`src/rtl/bp_cache_req_arbiter_pkg.sv`:
```
`default_nettype none
// ============================================================================
// Module  : bp_cache_req_arbiter_pkg
// Brief   : Shared types and helpers for the cache-miss request arbiter.
// Revision: 1.0 - initial release
// ============================================================================
package bp_cache_req_arbiter_pkg;

  localparam int c_max_ch      = 8;
  localparam int c_ch_id_width = 3;

  typedef logic [c_ch_id_width-1:0] bp_cache_ch_id_t;

  function automatic int safe_clog2(input int n);
    return (n <= 1) ? 1 : $clog2(n);
  endfunction

endpackage
`default_nettype wire

```
`src/rtl/bp_cache_req_order_fifo.sv`:
```
`default_nettype none
// ============================================================================
// Module  : bp_cache_req_order_fifo
// Brief   : Small channel-ID FIFO recording grant order.
// Revision: 1.0 - initial release
// ============================================================================
module bp_cache_req_order_fifo
  import bp_cache_req_arbiter_pkg::*;
#(
  parameter int depth_p = 2,
  parameter int width_p = c_ch_id_width
) (
  input  logic               clk_i,
  input  logic               reset_i,
  input  logic               push_i,
  input  logic [width_p-1:0] data_i,
  input  logic               pop_i,
  output logic [width_p-1:0] data_o,
  output logic               empty_o
);

  localparam int c_ptr_width = safe_clog2(depth_p);
  localparam int c_cnt_width = safe_clog2(depth_p + 1);
  localparam logic [c_ptr_width-1:0] c_last_ptr = c_ptr_width'(depth_p - 1);
  localparam logic [c_cnt_width-1:0] c_depth    = c_cnt_width'(depth_p);

  logic [width_p-1:0]     r_mem [depth_p];
  logic [c_ptr_width-1:0] r_wr_ptr;
  logic [c_ptr_width-1:0] r_rd_ptr;
  logic [c_cnt_width-1:0] r_count;
  logic                   w_push;
  logic                   w_pop;

  assign w_push  = push_i & (r_count != c_depth);
  assign w_pop   = pop_i & (r_count != '0);
  assign data_o  = r_mem[r_rd_ptr];
  assign empty_o = (r_count == '0);

  always_ff @(posedge clk_i or negedge reset_i) begin
    if (!reset_i) begin
      r_wr_ptr <= '0;
      r_rd_ptr <= '0;
      r_count  <= '0;
      for (int i = 0; i < depth_p; i++) r_mem[i] <= '0;
    end else begin
      if (w_push) begin
        r_mem[r_wr_ptr] <= data_i;
        r_wr_ptr        <= (r_wr_ptr == c_last_ptr) ? '0 : r_wr_ptr + 1'b1;
      end
      if (w_pop) r_rd_ptr <= (r_rd_ptr == c_last_ptr) ? '0 : r_rd_ptr + 1'b1;
      if (w_push && !w_pop)      r_count <= r_count + 1'b1;
      else if (w_pop && !w_push) r_count <= r_count - 1'b1;
    end
  end

endmodule
`default_nettype wire

```
`src/rtl/bp_cache_req_arbiter.sv`:
```
`default_nettype none
// ============================================================================
// Module  : bp_cache_req_arbiter
// Brief   : Round-robin N-channel cache-miss arbiter onto one LCE request port.
// Revision: 1.0 - initial release
// ============================================================================
module bp_cache_req_arbiter
  import bp_cache_req_arbiter_pkg::*;
#(
  parameter  int num_ch_p         = 2,
  parameter  int req_width_p      = 64,
  parameter  int metadata_width_p = 8,
  localparam int ch_id_width_lp   = safe_clog2(num_ch_p)
) (
  input  logic                                 clk_i,
  input  logic                                 reset_i,
  input  logic [num_ch_p*req_width_p-1:0]      cache_req_i,
  input  logic [num_ch_p-1:0]                  cache_req_v_i,
  output logic [num_ch_p-1:0]                  cache_req_ready_o,
  input  logic [num_ch_p*metadata_width_p-1:0] cache_req_metadata_i,
  input  logic [num_ch_p-1:0]                  cache_req_metadata_v_i,
  output logic [num_ch_p-1:0]                  cache_req_complete_o,
  output logic [req_width_p-1:0]               cache_req_o,
  output logic                                 cache_req_v_o,
  input  logic                                 cache_req_ready_i,
  output logic [metadata_width_p-1:0]          cache_req_metadata_o,
  output logic                                 cache_req_metadata_v_o,
  input  logic                                 cache_req_complete_i,
  output logic [ch_id_width_lp-1:0]            owner_o,
  output logic                                 busy_o,
  output logic                                 err_o
);

  logic                        r_active;
  logic [num_ch_p-1:0]         r_pending;
  logic [num_ch_p-1:0]         r_meta_vld;
  logic [num_ch_p-1:0]         r_meta_sent;
  logic [metadata_width_p-1:0] r_meta [num_ch_p];
  bp_cache_ch_id_t             r_rr_ptr;
  logic                        r_err;

  logic [num_ch_p-1:0]         w_elig;
  logic [num_ch_p-1:0]         w_grant;
  logic                        w_found;
  bp_cache_ch_id_t             w_gnt_id;
  logic                        w_xfer;
  bp_cache_ch_id_t             w_mq_head;
  bp_cache_ch_id_t             w_cq_head;
  logic                        w_mq_empty;
  logic                        w_cq_empty;
  logic                        w_head_vld;
  logic                        w_head_sent;
  logic [metadata_width_p-1:0] w_meta_head;
  logic                        w_meta_emit;
  logic                        w_cmpl_ok;
  logic                        w_cmpl_err;
  logic [num_ch_p-1:0]         w_complete;
  logic [num_ch_p-1:0]         w_meta_err;

  // r_active keeps every output quiet for the first cycle after reset release
  assign w_elig = cache_req_v_i & ~r_pending & {num_ch_p{r_active}};

  always_comb begin
    w_found  = 1'b0;
    w_gnt_id = '0;
    for (int k = 0; k < num_ch_p; k++) begin
      for (int i = 0; i < num_ch_p; i++) begin
        if (!w_found && w_elig[i] && (((int'(r_rr_ptr) + k) % num_ch_p) == i)) begin
          w_found  = 1'b1;
          w_gnt_id = bp_cache_ch_id_t'(i);
        end
      end
    end
  end

  always_comb begin
    w_grant     = '0;
    cache_req_o = '0;
    for (int i = 0; i < num_ch_p; i++) begin
      w_grant[i] = w_found & cache_req_ready_i & (w_gnt_id == bp_cache_ch_id_t'(i));
      if (w_grant[i]) cache_req_o = cache_req_i[i*req_width_p +: req_width_p];
    end
  end

  assign w_xfer            = |w_grant;
  assign cache_req_ready_o = w_grant;
  assign cache_req_v_o     = cache_req_ready_i & (|w_elig);

  always_comb begin
    w_head_vld  = 1'b0;
    w_head_sent = 1'b0;
    w_meta_head = '0;
    for (int i = 0; i < num_ch_p; i++) begin
      if (w_mq_head == bp_cache_ch_id_t'(i)) begin
        w_head_vld  = r_meta_vld[i];
        w_meta_head = r_meta[i];
      end
      if (w_cq_head == bp_cache_ch_id_t'(i)) w_head_sent = r_meta_sent[i];
    end
  end

  assign w_meta_emit = r_active & ~w_mq_empty & w_head_vld;
  assign w_cmpl_ok   = r_active & cache_req_complete_i & ~w_cq_empty & w_head_sent;
  assign w_cmpl_err  = r_active & cache_req_complete_i & (w_cq_empty | ~w_head_sent);
  assign w_meta_err  = cache_req_metadata_v_i & {num_ch_p{r_active}} & (~r_pending | r_meta_vld);

  always_comb begin
    w_complete = '0;
    for (int i = 0; i < num_ch_p; i++)
      w_complete[i] = w_cmpl_ok & (w_cq_head == bp_cache_ch_id_t'(i));
  end

  assign cache_req_metadata_v_o = w_meta_emit;
  assign cache_req_metadata_o   = w_meta_emit ? w_meta_head : '0;
  assign cache_req_complete_o   = w_complete;
  assign owner_o                = w_cq_empty ? '0 : w_cq_head[ch_id_width_lp-1:0];
  assign busy_o                 = |r_pending;
  assign err_o                  = r_err;

  always_ff @(posedge clk_i or negedge reset_i) begin
    if (!reset_i) begin
      r_active    <= 1'b0;
      r_pending   <= '0;
      r_meta_vld  <= '0;
      r_meta_sent <= '0;
      r_rr_ptr    <= '0;
      r_err       <= 1'b0;
      for (int i = 0; i < num_ch_p; i++) r_meta[i] <= '0;
    end else begin
      r_active <= 1'b1;
      for (int i = 0; i < num_ch_p; i++) begin
        if (w_grant[i]) r_pending[i] <= 1'b1;
        if (w_complete[i]) begin
          r_pending[i]   <= 1'b0;
          r_meta_sent[i] <= 1'b0;
        end
        if (w_meta_emit && (w_mq_head == bp_cache_ch_id_t'(i))) begin
          r_meta_vld[i]  <= 1'b0;
          r_meta_sent[i] <= 1'b1;
        end
        if (r_active && cache_req_metadata_v_i[i] && !w_meta_err[i]) begin
          r_meta[i]     <= cache_req_metadata_i[i*metadata_width_p +: metadata_width_p];
          r_meta_vld[i] <= 1'b1;
        end
      end
      if (w_xfer)
        r_rr_ptr <= (w_gnt_id == bp_cache_ch_id_t'(num_ch_p - 1)) ? '0 : w_gnt_id + 1'b1;
      if (w_cmpl_err || (|w_meta_err)) r_err <= 1'b1;
    end
  end

  bp_cache_req_order_fifo #(.depth_p(num_ch_p), .width_p(c_ch_id_width)) u_meta_q (
    .clk_i   (clk_i),
    .reset_i (reset_i),
    .push_i  (w_xfer),
    .data_i  (w_gnt_id),
    .pop_i   (w_meta_emit),
    .data_o  (w_mq_head),
    .empty_o (w_mq_empty)
  );

  bp_cache_req_order_fifo #(.depth_p(num_ch_p), .width_p(c_ch_id_width)) u_cmpl_q (
    .clk_i   (clk_i),
    .reset_i (reset_i),
    .push_i  (w_xfer),
    .data_i  (w_gnt_id),
    .pop_i   (w_cmpl_ok),
    .data_o  (w_cq_head),
    .empty_o (w_cq_empty)
  );

endmodule
`default_nettype wire

```
`config.mk`:
```
export PLATFORM = sky130hd
export DESIGN_NAME = bp_cache_req_arbiter
export DESIGN_NICKNAME = d
export VERILOG_FILES = /design/src/rtl/bp_cache_req_arbiter_pkg.sv /design/src/rtl/bp_cache_req_order_fifo.sv /design/src/rtl/bp_cache_req_arbiter.sv
export SDC_FILE = /design/constraint.sdc
export NUM_CORES = 1
export LEC_CHECK = 0
export ABC_AREA = 1
export CORE_MARGIN = 1.5
export CORE_UTILIZATION = 25
export DETAILED_ROUTE_END_ITERATION = 12
export DONT_BUFFER_PORTS = 1
export PLACE_DENSITY = 0.42
export SLEW_MARGIN = 20
export SYNTH_ARGS = -nofsm -noshare
export SYNTH_HDL_FRONTEND = slang
export SYNTH_SLANG_ARGS = --single-unit
```
`constraint.sdc`:
```
create_clock -name clk_i -period 1.99 [get_ports clk_i]
set_input_delay 0.398 -clock clk_i [delete_from_list [all_inputs] [get_ports clk_i]]
set_output_delay 0.398 -clock clk_i [all_outputs]
set_load 0.01 [all_outputs]
```
==> results of run 1 <==
## power groups by stage
stage	Clock [mW]	Sequential (mW)	Combinational, mW
2_1_floorplan	0	0.953	0.347
3_3_place_gp	0	0.974	0.453
3_5_place_dp	0	0.975	0.461
4_1_cts	0.901	0.961	0.529
5_1_grt	0.930	0.976	0.668
6_report	0.876	0.963	0.590
## worst max-delay path, cell delays in order, from the launching register on
cell and delay [ns]:
dfrtp_1 0.37, nand2_1 0.07, nor2_2 0.15, nand3_2 0.13, clkinv_4 0.15, buf_12 0.17, nand2_1 0.09, nand2_2 0.12
## synthesized netlist by cell type
library cell,count
ha_1,2
a31oi_1,1
clkbuf_1,2
buf_4,1
nand3_4,1
inv_1,44
buf_12,1
nor2_1,11
xnor2_1,4
nor2_2,1
nand2_2,3
o21ai_0,19
nand3_1,9
conb_1,1
nand2_4,11
inv_2,3
nor3_1,1
nand2_1,268
nand4_1,9
o21a_1,1
a21oi_1,11
buf_6,10
nand3_2,2
buf_2,5
dfrtp_1,37
## state kept, by name, summed over array words and instances (netlist names)
name / cells
u_meta_q.r_mem: 2
u_cmpl_q.r_count: 2
u_cmpl_q.r_mem: 2
u_meta_q.r_count: 2
u_meta_q.r_rd_ptr: 1
u_meta_q.r_wr_ptr: 1
r_rr_ptr: 1
u_cmpl_q.r_wr_ptr: 1
u_cmpl_q.r_rd_ptr: 1
r_pending: 2
err_o: 1
r_meta_vld: 2
r_active: 1
r_meta_sent: 2
r_meta: 16
## kinds of logic (layout without fill, tap and decap cells)
logic type               Yosys count  count (layout)
AO/OA/AOI/OAI                     32              32
XOR/XNOR                           4               4
adder cells (fa/ha/maj)            2               2
buffers and inverters             66              83
flip-flops                        37              37
other                              1               4
AND/OR/NAND/NOR                  316             316
## through the flow
step | worst slack [ns] | instance area [µm²]
floorplan | 0.2852 | 2843
global placement | 0.1896 | 2930
detailed placement | 0.1269 | 2930
CTS | -0.02718 | 3316
global route | -0.05269 | 3851
finish | 0.04077 | 3851
## worst min-delay path by stage
stage	endpoint	slack, ns
after detailed placement	r_meta[8]$_DFFE_PN0P_	0.10
after global routing	r_meta[4]$_DFFE_PN0P_	0.26
after floorplan	err_o$_DFFE_PN0P_	0.10
after CTS	r_meta[3]$_DFFE_PN0P_	0.26
final	r_meta[6]$_DFFE_PN0P_	0.26
after global placement	r_meta[8]$_DFFE_PN0P_	0.10
## layout make-up
class                   instances  area, µm²
clock buffers                   5      125.1
repair buffers                 29      444.2
well taps                     140      175.2
flip-flops and latches         37      925.9
fillers                      1192       7132
diodes                          3      7.507
inverters                      47      193.9
clock inverters                 2      35.03
multi-input cells             355       1944
## cell usage in the layout, fill, tap and decap left out, types with 2 or more instances in the layout
master     count
clkbuf_16     10
inv_2          2
buf_12         4
a21oi_2        4
nand3_1        4
ha_1           2
diode_2        3
nand2_2       83
o21ai_0       19
nand4_1        9
nand2_1      177
buf_16         3
buf_6          5
inv_1         43
buf_4         10
nand3_2        7
nor2_1        11
a21oi_1        3
a21oi_4        4
dfrtp_1       37
xnor2_1        4
nand2_4       21
## what timing repair did
item / in CTS / in global routing
cloned: 3 / 9
endpoints found under the hold margin: 37 / 0
hold buffers: 2 / 0
pin swaps: 3 / 17
setup endpoints to repair: 72 / 75
setup buffers: 5 / 2
gates resized for setup: 29 / 110
## routing by layer
metal,vias up,global-route usage [%],part of all wire [%]
met5,-,0,0
met1,1381,17.66,41
met4,0,5.102,2.7
met3,14,3.023,6.2
li1,1424,-,-
met2,140,24.80,51
==> summary.txt, run 1 <==
Global route
  • Largest net degree at the start of global routing: 38
  • Initial antenna violation count: 3
  • Total gr overflow: 0
  • Global-route wire length before repair: 12870 µm
  • Vias in the first global route: around 2500
  • GR Util All Layers: approximately 14%

Synthesis
  • Average size of a mapped cell: between 6 and 7 µm²
  • Synthesized area: between 2000 and 3000 µm²
  • Main combinational cell family by area after synthesis: simple AND/OR/NAND/NOR gates
  • Synth top area share: between 30% and 40%
  • Synth Warn #: 0
  • Compound-gate portion of the synthesized area: just under 6%
  • Synthesized Nets: 612
  • Simple logic cell fraction of the synthesized area: 47.14%
  • Mapped Cells: between 400 and 500
  • #FFs+latches synth: 37
  • Cell taking the most area after synthesis: nand2_1
  • Distinct cell type count after synthesis: 25
  • Post-synthesis mux area share: 0%
  • Main area contributors after synthesis: nand2_1 (35%), dfrtp_1 (33%), inv_1 (5.8%), nand2_4 (4.4%), buf_6 (4.0%)
  • Xor and xnor area share after synthesis: 1.232%
  • Register area share after synthesis: 32.57%
  • Adder-cell area share of the yosys netlist: less than 1%

Pwr
  • Tot Pwr: between 2 and 2.5 mW
  • Pwr dens: between 600 and 700 nW/µm²
  • P_leak: a little under 2 nW
  • Clk pwr share: between 30% and 40%
  • Internal power: approximately 1.7 mW
  • Sw frac: a little under a third
  • Comb pwr share: 24.3%
  • Maximum vdd drop: roughly 450 µV
  • Net switching component of the power: around 0.75 mW
  • Sequential power share: 39.6%

Placement
  • HPWL after DPL: just over 7000 µm
  • Dpl cells: between 500 and 600
  • RePlAce Congestion: 0.7123
  • Port bufs: 0

Die
  • I/O pin total: roughly 230
  • Initial core utilization: between 20% and 30%
  • Total core area: 10980 µm²
  • Die H: 109.6 µm
  • Die extent in x: between 100 and 150 µm
  • Cell Rows: 38
  • DIE AREA: 12020 µm²

Clocking
  • H-Tree Level Count: 2
  • CTS tree: yes
  • Root buffer cell: clkbuf_16
  • Worst-skew pair later-pin latency: between 0.2 and 0.3 ns
  • TritonCTS Buffers: 5
  • Worst-path clk slew: approximately 0.060 ns
  • CTS Sinks: 37
  • Clock Tree Buf Depth: 2

STA
  • Slew Limit Fails: 0
  • Rel. slew slack: about 64%
  • Min cycle time layout: slightly below 2 ns
  • RSZ-0062 raised after global routing: true
  • Final setup viols: 0
  • Tcrit/Tclk final: a little over nine tenths
  • Highest clock rate: 513.0 MHz
  • Final setup skew: 0.006773 ns
  • Final TNS setup: 0 ns
  • Hold Worst Slack: between 0.2 and 0.3 ns
  • Final hold violations: 0
  • Worst-margin pin slew: 0.5434 ns

Worst setup path
  • Worst Setup SP: r_active$_DFF_PN0_
  • WS Path Type: reg2out
  • Startpoint type of the worst setup path: register
  • Arr. time, crit path: 1.55 ns
  • Worst Path Max Fanout: 10
  • FF-to-FF path depth: 10
  • Flop2flop setup slack: between 0.15 and 0.2 ns
  • Reg-to-Reg Start: r_active$_DFF_PN0_
  • Critical Path End: cache_req_o[29]
  • Reg-to-reg endpoint: u_meta_q.r_count[1]$_DFFE_PN0P_
  • CP Capture Type: output pin
  • Worst endpoint required time: 1.59 ns

Run status
  • Outcome: complete, no violations

Final layout
  • Layout net count: between 600 and 700
  • Post-layout util: around a third
  • Non-filler cells, final: 618
  • P&R area growth vs syn: 35.48%
  • Share of cells above drive strength 1: between 30% and 40%

Detailed routing
  • Pre-antenna DRT Iters: 5
  • Number of vias per cell: ~4.8
  • Remaining antenna violation count after routing: 0
  • Vias: between 2000 and 3000
  • Detailed Route WL: ~11000 µm
  • DRT iter0 DRCs: 146
  • Routed wire per std cell: approximately 18 µm
  • DRC violations left: 0

Worst hold path
  • HP Class: in2reg
  • Worst Hold Launch: cache_req_metadata_i[14]
  • Hold-critical path depth: 2

Flow run
  • Max-cap viol count: 0
Note: power is estimated with default switching activity, not from simulation.
==> inputs of run 2 (changes only) <==
- SETUP_SLACK_MARGIN: default -> 0.4
==> run 2 against run 1 <==
  * The flow now finishes with violations (setup timing)
  * Routed wire length increased by 15%
  * Clock power decreased by 7.6%
  * Non-clock buffer count increased by 21
  * Power increased by 13%
  * Critical endpoint is now cache_req_o[59]
  * Highest routed layer is now met5
==> summary.txt, run 2 (synthesized netlist as in run 1, its figures left out) <==
Die
  • Die H: roughly 110 µm
  • Initial core utilization: between 20 and 30%
  • Die extent in x: 109.6 µm
  • I/O pin total: 233
  • Total core area: roughly 11000 µm²
  • DIE AREA: approximately 12000 µm²
  • Cell Rows: 38

Detailed routing
  • Vias: 3139
  • Pre-antenna DRT Iters: 4
  • Remaining antenna violation count after routing: 0
  • Number of vias per cell: 4.920
  • Detailed Route WL: roughly 13000 µm
  • DRT iter0 DRCs: between 100 and 150
  • DRC violations left: 0
  • Routed wire per std cell: roughly 20 µm

Worst setup path
  • Worst endpoint required time: 1.59 ns
  • Slowest CP cell: dfrtp_2
  • FF-to-FF path depth: 13
  • Startpoint type of the worst setup path: register
  • WS Path Type: reg2out
  • Worst stage delay on the critical path: 0.44 ns
  • Arr. time, crit path: between 1.5 and 2 ns
  • Worst Path Max Fanout: 8
  • CP cell instances: buf_6, nand3_4, nand2_4, nand3_4, clkinv_8, buf_12, buf_8, nand2_4, nand2_4
  • Worst Setup SP: r_active$_DFF_PN0_
  • CP Capture Type: output pin
  • CP most frequent cell: nand2_4
  • Reg-to-Reg Start: r_active$_DFF_PN0_

Pwr
  • Pwr dens: a little over 600 nW/µm²
  • Tot Pwr: between 2 and 3 mW
  • Maximum vdd drop: ~430 µV
  • P_leak: approximately 2.2 nW

Global route
  • Largest net degree at the start of global routing: 38
  • Vias in the first global route: ~2800
  • Initial antenna violation count: 2
  • GR Util All Layers: roughly 17%
  • Global-route wire length before repair: ~15000 µm
  • Total gr overflow: 0

Final layout
  • Share of cells above drive strength 1: between 40% and 50%
  • Reg with most FFs: r_meta
  • Layout net count: roughly 650
  • Commonest cells after routing, fill and taps aside: nand2_1 (153), nand2_2 (82), nand2_4 (47)
  • Antenna Diode Count: 0
  • Fill cells: approximately 1100
  • Most common cell after layout, fill and taps aside: nand2_1
  • P&R area growth vs syn: 58.63%
  • Largest register FFs: 16

Run status
  • Failing checks: setup timing
  • Outcome: complete, but fails checks

STA
  • Final worst slack: -0.02023 ns
  • Slew Limit Fails: 0
  • Min cycle time layout: 2.010 ns
  • Tcrit/Tclk final: 101.0%
  • RSZ-0062 raised after global routing: true
  • Final setup viols: 3
  • Highest clock rate: slightly below 500 MHz
  • Hold Worst Slack: 0.2513 ns
  • Final setup skew: between 0.002 and 0.003 ns
  • Final hold violations: 0

Placement
  • Port bufs: 0
  • RePlAce Congestion: around 0.76
  • HPWL after DPL: between 7000 and 8000 µm

Clocking
  • Clock Tree Buf Depth: 2
  • Worst-path clk slew: approximately 0.06 ns
  • CTS Sinks: 37
  • Root buffer cell: clkbuf_16
  • CTS tree: yes
  • H-Tree Level Count: 2
  • Worst-skew pair later-pin latency: 0.28 ns
  • TritonCTS Buffers: 5

Worst hold path
  • Worst Hold Launch: cache_req_metadata_i[1]
  • Hold-critical path depth: 2
  • HP Class: in2reg

Flow run
  • Max-cap viol count: 0
[run 2: changes by cell type in the layout (fill, tap and decap cells not counted), sizes merged]
cell / delta
nand3: +1
clkinvlp: +1
clkbuf: +2
buf: +20
inv: +1
clkinv: -1
diode: -3
bufinv: -1
[run 2: final timing paths]
check,slack (ns),endpoint
min,0.25,r_meta[9]$_DFFE_PN0P_
max,-0.02,cache_req_o[59]
max in group asynchronous,1.23,r_active$_DFF_PN0_
min in group asynchronous,0.56,r_meta_sent[0]$_DFFE_PN0P_
max reg2reg,0.17,r_meta_sent[1]$_DFFE_PN0P_
min reg2reg,0.48,r_meta[0]$_DFFE_PN0P_
[run 2: timing repair]
item	4_1_cts	5_1_grt
gates cloned	9	8
endpoints found under the hold margin	37	0
endpoints found under the setup margin	81	101
hold buffers	2	0
pin swaps	13	28
setup buffers	17	7
resized for setup	111	115
[run 2: stage by stage]
step           cells  worst slack (ns)  instance area (µm²)  utilization, %  setup TNS (ns)
3_3_place_gp     588            0.1707                 3030           27.59               0
6_report         638          -0.02023                 4509           41.06        -0.05099
5_1_grt          638          -0.08233                 4509           41.06          -1.816
2_1_floorplan    458            0.4001                 2945               -               0
3_5_place_dp     588            0.1518                 3030           27.59               0
4_1_cts          623          0.004913                 3886           35.38               0
[run 2: metal layers]
layer	GRT usage, %	part of all wire (%)	wire length [µm]
met2	31.41	53	6678
met4	3.896	1.8	222
met3	5.039	8.9	1125
met5	0	0.18	23
met1	20.04	37	4633
[run 2: layout make-up]
class                      instances  area, µm²  share of cell area (%)
timing repair buffer              50      724.4                   16.07
clock inverter                     1      7.507                  0.1665
inverter                          47      203.9                   4.523
sequential                        37      927.1                   20.56
clock buffer                       6      138.9                   3.080
timing repair inverter             1      11.26                  0.2497
tap                              140      175.2                   3.885
multi-input combinational        356       2321                   51.47
[run 2: power breakdown]
group          switching (mW)  internal (mW)  total, mW
clock                   0.317          0.491      0.809
sequential              0.126          0.878       1.00
combinational           0.529          0.397      0.927
total                   0.973           1.77       2.74
[run 2: worst max-delay path: cells and delay by family (launching register included)]
| kind | cells | cell delay [ns] |
|---|---|---|
| flops | 1 | 0.44 |
| buf+inv | 4 | 0.54 |
| simple gates | 5 | 0.35 |
